==> src/rtl/switch_debounce_filter_if.sv <==
// Switch-side bundle for the debouncer: raw pins in, clean levels and edge pulses out.
// The filter itself is the slave; whatever drives the pins and consumes the pulses is the master.
interface switch_debounce_filter_if #(
  parameter int NUM_SWITCHES = 4
);

  logic [NUM_SWITCHES-1:0] i_Switch;
  logic [NUM_SWITCHES-1:0] o_Switch;
  logic [NUM_SWITCHES-1:0] o_Press;
  logic [NUM_SWITCHES-1:0] o_Release;

  modport master (
    output i_Switch,
    input  o_Switch,
    input  o_Press,
    input  o_Release
  );

  modport slave (
    input  i_Switch,
    output o_Switch,
    output o_Press,
    output o_Release
  );

endinterface

==> src/rtl/switch_debounce_filter.sv <==
// Multi-channel switch debouncer: 2-flop synchroniser, per-channel bounce counter,
// registered clean level plus one-cycle press/release pulses.
module switch_debounce_filter #(
  parameter int NUM_SWITCHES   = 4,
  parameter int DEBOUNCE_LIMIT = 250000
) (
  input  logic                    i_Clk,
  input  logic                    i_Reset,
  switch_debounce_filter_if.slave sw
);

  localparam int CNT_W = $clog2(DEBOUNCE_LIMIT + 1);
  localparam logic [CNT_W-1:0] CNT_LAST = CNT_W'(DEBOUNCE_LIMIT - 1);
  localparam logic [CNT_W-1:0] CNT_ONE  = CNT_W'(1);

  logic [NUM_SWITCHES-1:0] sync_meta;
  logic [NUM_SWITCHES-1:0] sync_q;
  logic [NUM_SWITCHES-1:0] stable_q;
  logic [NUM_SWITCHES-1:0] press_q;
  logic [NUM_SWITCHES-1:0] release_q;
  logic [CNT_W-1:0]        count_q [NUM_SWITCHES];

  logic [NUM_SWITCHES-1:0] stable_d;
  logic [NUM_SWITCHES-1:0] press_d;
  logic [NUM_SWITCHES-1:0] release_d;
  logic [CNT_W-1:0]        count_d [NUM_SWITCHES];

  // A level is accepted only after it has disagreed with the stored state for
  // DEBOUNCE_LIMIT consecutive edges; any agreement restarts the count from zero.
  always_comb begin
    stable_d  = stable_q;
    press_d   = '0;
    release_d = '0;
    for (int n = 0; n < NUM_SWITCHES; n++) begin
      count_d[n] = '0;
      if (sync_q[n] != stable_q[n]) begin
        if (count_q[n] == CNT_LAST) begin
          stable_d[n]  = sync_q[n];
          press_d[n]   = sync_q[n];
          release_d[n] = ~sync_q[n];
        end else begin
          count_d[n] = count_q[n] + CNT_ONE;
        end
      end
    end
  end

  always_ff @(posedge i_Clk) begin
    if (i_Reset) begin
      sync_meta <= '0;
      sync_q    <= '0;
      stable_q  <= '0;
      press_q   <= '0;
      release_q <= '0;
      for (int n = 0; n < NUM_SWITCHES; n++) begin
        count_q[n] <= '0;
      end
    end else begin
      sync_meta <= sw.i_Switch;
      sync_q    <= sync_meta;
      stable_q  <= stable_d;
      press_q   <= press_d;
      release_q <= release_d;
      for (int n = 0; n < NUM_SWITCHES; n++) begin
        count_q[n] <= count_d[n];
      end
    end
  end

  assign sw.o_Switch  = stable_q;
  assign sw.o_Press   = press_q;
  assign sw.o_Release = release_q;

endmodule

==> src/flat_wrapper.sv <==
// flat-port wrapper written by rule: the top's interface ports become plain ports
module switch_debounce_filter_flat 
#(
  parameter int NUM_SWITCHES   = 4,
  parameter int DEBOUNCE_LIMIT = 250000
)
  (i_Clk, i_Reset, sw_i_Switch, sw_o_Switch, sw_o_Press, sw_o_Release);
  switch_debounce_filter_if #(.NUM_SWITCHES(NUM_SWITCHES)) sw_i ();
  input  logic i_Clk;
  input  logic i_Reset;
  input wire logic [$bits(sw_i.i_Switch)-1:0] sw_i_Switch;
  output wire logic [$bits(sw_i.o_Switch)-1:0] sw_o_Switch;
  output wire logic [$bits(sw_i.o_Press)-1:0] sw_o_Press;
  output wire logic [$bits(sw_i.o_Release)-1:0] sw_o_Release;
  assign sw_i.i_Switch = sw_i_Switch;
  assign sw_o_Switch = sw_i.o_Switch;
  assign sw_o_Press = sw_i.o_Press;
  assign sw_o_Release = sw_i.o_Release;
  switch_debounce_filter #(.NUM_SWITCHES(NUM_SWITCHES), .DEBOUNCE_LIMIT(DEBOUNCE_LIMIT)) u_core (.i_Clk(i_Clk), .i_Reset(i_Reset), .sw(sw_i));
endmodule
==> config.mk <==
export PLATFORM = sky130hd
export DESIGN_NAME = switch_debounce_filter_flat
export DESIGN_NICKNAME = d
export VERILOG_FILES = /design/src/rtl/switch_debounce_filter_if.sv /design/src/rtl/switch_debounce_filter.sv /design/src/flat_wrapper.sv
export SDC_FILE = /design/constraint.sdc
export NUM_CORES = 1
export LEC_CHECK = 0
export ABC_AREA = 1
export BUFFER_PORTS_ARGS = -buffer_cell sky130_fd_sc_hd__buf_2
export CAP_MARGIN = 25
export CORE_MARGIN = 4
export CORE_UTILIZATION = 45
export CTS_CLUSTER_SIZE = 12
export DETAILED_ROUTE_END_ITERATION = 8
export MAX_ROUTING_LAYER = met4
export PLACE_DENSITY = 0.6
export SLEW_MARGIN = 20
export SYNTH_ARGS = -nofsm -noshare
export SYNTH_HDL_FRONTEND = slang
export SYNTH_SLANG_ARGS = --single-unit
export TNS_END_PERCENT = 20
==> constraint.sdc <==
create_clock -name i_Clk -period 1.7 [get_ports i_Clk]
set_input_delay 0.34 -clock i_Clk [delete_from_list [all_inputs] [get_ports i_Clk]]
set_output_delay 0.34 -clock i_Clk [all_outputs]
set_load 0.02 [all_outputs]
# == Yosys cells after proc, flatten, opt, wreduce, memory -nomap -nowiden ==
# Memories as Yosys holds them, arrays and structs flattened.
# Cells that the tools add are included.
# word_totals
register_bits,20
ram_bits,72
in_bits,6
output_inout_bits,12
wordCells,66
memories,1
# mem_list
memory,depth,word_bits,read_ports,rd_ports_with_merged_regs,wr,line_no,text
u_core.count_q,4,18,4,0,4,switch_debounce_filter.sv:21,logic [CNT_W-1:0] count_q [NUM_SWITCHES];
# op_classes
n_addsub,4
n_eq_ne,8
muxes,15
n_bitwise,16
reduce_logical,8
# op_table
op,count
$mux 18,12
$add 18x1->18 const B,4
$eq 18x18->1 const B,4
$not 1->1,12
$reduce_or 3->1,4
$reduce_and 2->1,4
$ne 1x1->1,4
$or 1x1->1,4
$mux 1,3

# == Longest topological paths before layout ==
# depth
ltp_word,4
mapped_depth,9

# == Worst setup path after synthesis ==
# Ideal clock, no wire load.
# synth_timing
kind,reg-to-reg
start,memory u_core.count_q[2][0] (netlist name)
end,memory u_core.count_q[2][13] (netlist name)
setup_time_ns,0.115
arrival_time_ns,1.271
setup_slack_ns,0.315
stages_incl_launch_ff,10
path_buffers,1
period_less_slack_ns,1.385
cell_sequence,dfxtp_1 ha_1 nand2_2 nor2_4 inv_2 nor2_4 nand2_2 nand2_4 buf_12 nor2_2
# synth_rtl
item,line_no
from (decl),switch_debounce_filter.sv:21

==> metrics.txt <==
total track usage 16.0%; GR peak layer met2; initial antenna violation count 0; total gr overflow 0; post-route setup TNS 0 ns; period utilization approximately nine tenths; Final Util between 50% and 60%; Levels on crit path 8; row cnt 36; routability cong. 0.879; Post-CTS Resized 0; min Tclk post-route between 1.5 and 2 ns; initial core utilization 46.0%; P_leak 1.65 nW; status finished clean; IO Pins 18; Critical-path top delay cell dfxtp_1; Slew HR 72.1%; largest net degree at the start of global routing 19; # setup viols final 0; Wirelength per Cell 10.3 um; Crit Path Category reg2reg; Vias/cell between 4 and 5; Yosys top cell area share roughly two fifths; pwr dens 763 nW/um^2; CTS tree yes; Clock Latency Late Sink 0.36 ns; Post-Syn Area per Cell 7.00 um^2; CP cell instances ha_1 -> nand2_2 -> nor2_4 -> inv_2 -> nor2_4 -> nand2_2 -> nand2_4 -> a21oi_1; nature of the critical path endpoint flip-flop; first-pass GRT wire length approximately 15 mm; CP max FO 16; clk_skew around 0.011 ns; Worst-Margin Slew 0.418 ns; Ys Warns 0; TritonRoute pass-1 iters 4; CP peak stage delay about 0.40 ns; met3 Usage GRT roughly 2.3%; worst path arrival time about 1.8 ns; DRC viols 0; Max VDD drop between 0.3 and 0.4 mV; Synth area leaders dfxtp_1 (41%), nand2_1 (14%), nor2_1 (11%); Post-CTS Setup Inserts 0; Longest Clk Path Bufs 2; GR Util met2 26.2%; WP data required between 1.5 and 2 ns; max_cap viols 0; Synth cell types 33; Final nets 673; Syn Nets 649; Fin. Hold Viols 0; Antenna Cells 0; Synth Instances between 600 and 700; Post-Route Hold Slack 0.203 ns; Die ar. 11600 um^2; die extent in x between 100 and 150 um; Seq/Total Area, Yosys between 40% and 50%; Area Growth Syn to Fin 9.32%; synthesized area roughly 4500 um^2; DP Wirelength 6.25 mm; CORE AREA 9730 um^2; routed wire length 8.24 mm; worst hold path depth 3; cell taking the most area after synthesis dfxtp_1; clock slew at reported path FFs roughly 0.090 ns; FILL cells 1033; layout cells sized above 1 between 10% and 20%; CTS HTree Levels 3; Yosys reg bits between 90 and 100; ANT nets after route 0; via count around 3700; Port Buffers 17; CP top delay family simple AND/OR/NAND/NOR gates; RSZ-0062 raised after global routing false; Max Slew Vio Count 0; clock tree root buffer cell clkbuf_8; Iteration-0 DRC Markers between 100 and 150; CTS Hold Bufs 0; grt met1 use between 10% and 20%; vias in the first global route around 3400; CTS buffer count 9; worst hold path class in2reg; CTS Sinks 92; R2R cell count 8; die span in y ~110 um; fmax about 660 MHz; CP bufs+invs 1; Startpoint Class flip-flop
[state kept, by name, indices dropped and copies added (netlist names)]
name and cells:
u_core.count_q 72, u_core.sw.o_Press 4, u_core.sw.o_Release 4, u_core.sw.o_Switch 4
u_core.sync_meta 4, u_core.sync_q 4
[layout by cell type (no fill, tap or decap), drive strengths merged]
cell | Yosys | routed
clkinvlp | 0 | 1
nor3 | 5 | 5
xnor2 | 11 | 11
nand2 | 168 | 168
inv | 79 | 79
clkbuf | 1 | 12
xor2 | 25 | 25
o21ai | 9 | 9
nor3b | 1 | 1
buf | 4 | 18
nor4 | 1 | 1
nor2 | 160 | 160
a21o | 1 | 1
and2 | 2 | 2
nand3b | 2 | 2
nand4 | 10 | 10
a21oi | 27 | 27
nand3 | 31 | 31
dfxtp | 92 | 92
clkinv | 0 | 2
or2 | 5 | 5
bufinv | 0 | 1
ha | 4 | 4
o21bai | 1 | 1
[layout make-up]
cell class	instances	area (um^2)	area share, %
Timing Repair Buffer	18	105	2.15
Inverter	79	297	6.07
Clock inverter	4	47.5	0.973
Clock buffer	12	155	3.17
Sequential cell	92	1840	37.7
Multi-Input combinational cell	463	2280	46.6
Tap cell	133	166	3.40
[synthesized netlist by cell type]
library cell	instances
a21o_1	1
nand4_1	10
or2_0	3
nor3_2	1
and2_2	1
xor2_1	25
nor4_1	1
nor2_1	129
ha_1	4
nor3_1	4
dfxtp_1	92
inv_1	74
nor2_2	27
nand3_1	28
xnor2_1	11
nand2_2	5
nand3b_1	2
nor2_4	4
o21ai_0	7
buf_6	3
o21ai_1	1
nand3_2	3
a21oi_1	27
and2_1	1
buf_12	1
clkbuf_1	1
o21bai_4	1
nand2_1	161
or2_2	2
nand2_4	2
inv_2	5
o21ai_4	1
nor3b_1	1
[path summary, 6_finish.rpt]
check        slack, ns                    to                  from
max reg2reg       0.19  u_core.count_q[2][6]  u_core.count_q[2][0]
min reg2reg       0.41      u_core.sync_q[1]   u_core.sync_meta[1]
min               0.20   u_core.sync_meta[1]        sw_i_Switch[1]
max               0.19  u_core.count_q[2][6]  u_core.count_q[2][0]
[routing by layer]
layer / wire length [um] / vias up
met5: 0 / -
met1: 4100 / 1619
met4: 195 / 0
li1: - / 2006
met2: 3750 / 34
met3: 200 / 13
[per-stage QoR]
| step | total power [mW] | cell area [um^2] | setup slack [ns] | cells |
|---|---|---|---|---|
| after CTS | 3.80 | 4890 | 0.171 | 801 |
| after global routing | 3.88 | 4890 | 0.0392 | 801 |
| after global placement | 2.28 | 4690 | 0.214 | 785 |
| after floorplan | 2.27 | 4470 | 0.315 | 639 |
| after detailed placement | 2.28 | 4690 | 0.189 | 785 |
| final | 3.73 | 4890 | 0.188 | 801 |
[worst min-delay path: stages]
cell and delay (ns):
buf_2 0.11, inv_1 0.05, nor2_1 0.03
[power by group]
group | leakage, nW | internal (mW) | switching, mW
Clock | 0.102 | 0.756 | 0.745
Sequential | 0.743 | 2.16 | 0.00822
Combinational | 0.802 | 0.0196 | 0.0385
Total | 1.65 | 2.94 | 0.792
[cell families after synthesis]
family | count (synthesis) | synth area share [%]
simple gates | 385 | 37.9
flops | 92 | 41.2
buf+inv | 84 | 7.92
compound gates | 38 | 4.87
xor+xnor | 36 | 7.05
fa+ha+maj | 4 | 1.12
Power figures use the tool's default switching activity.
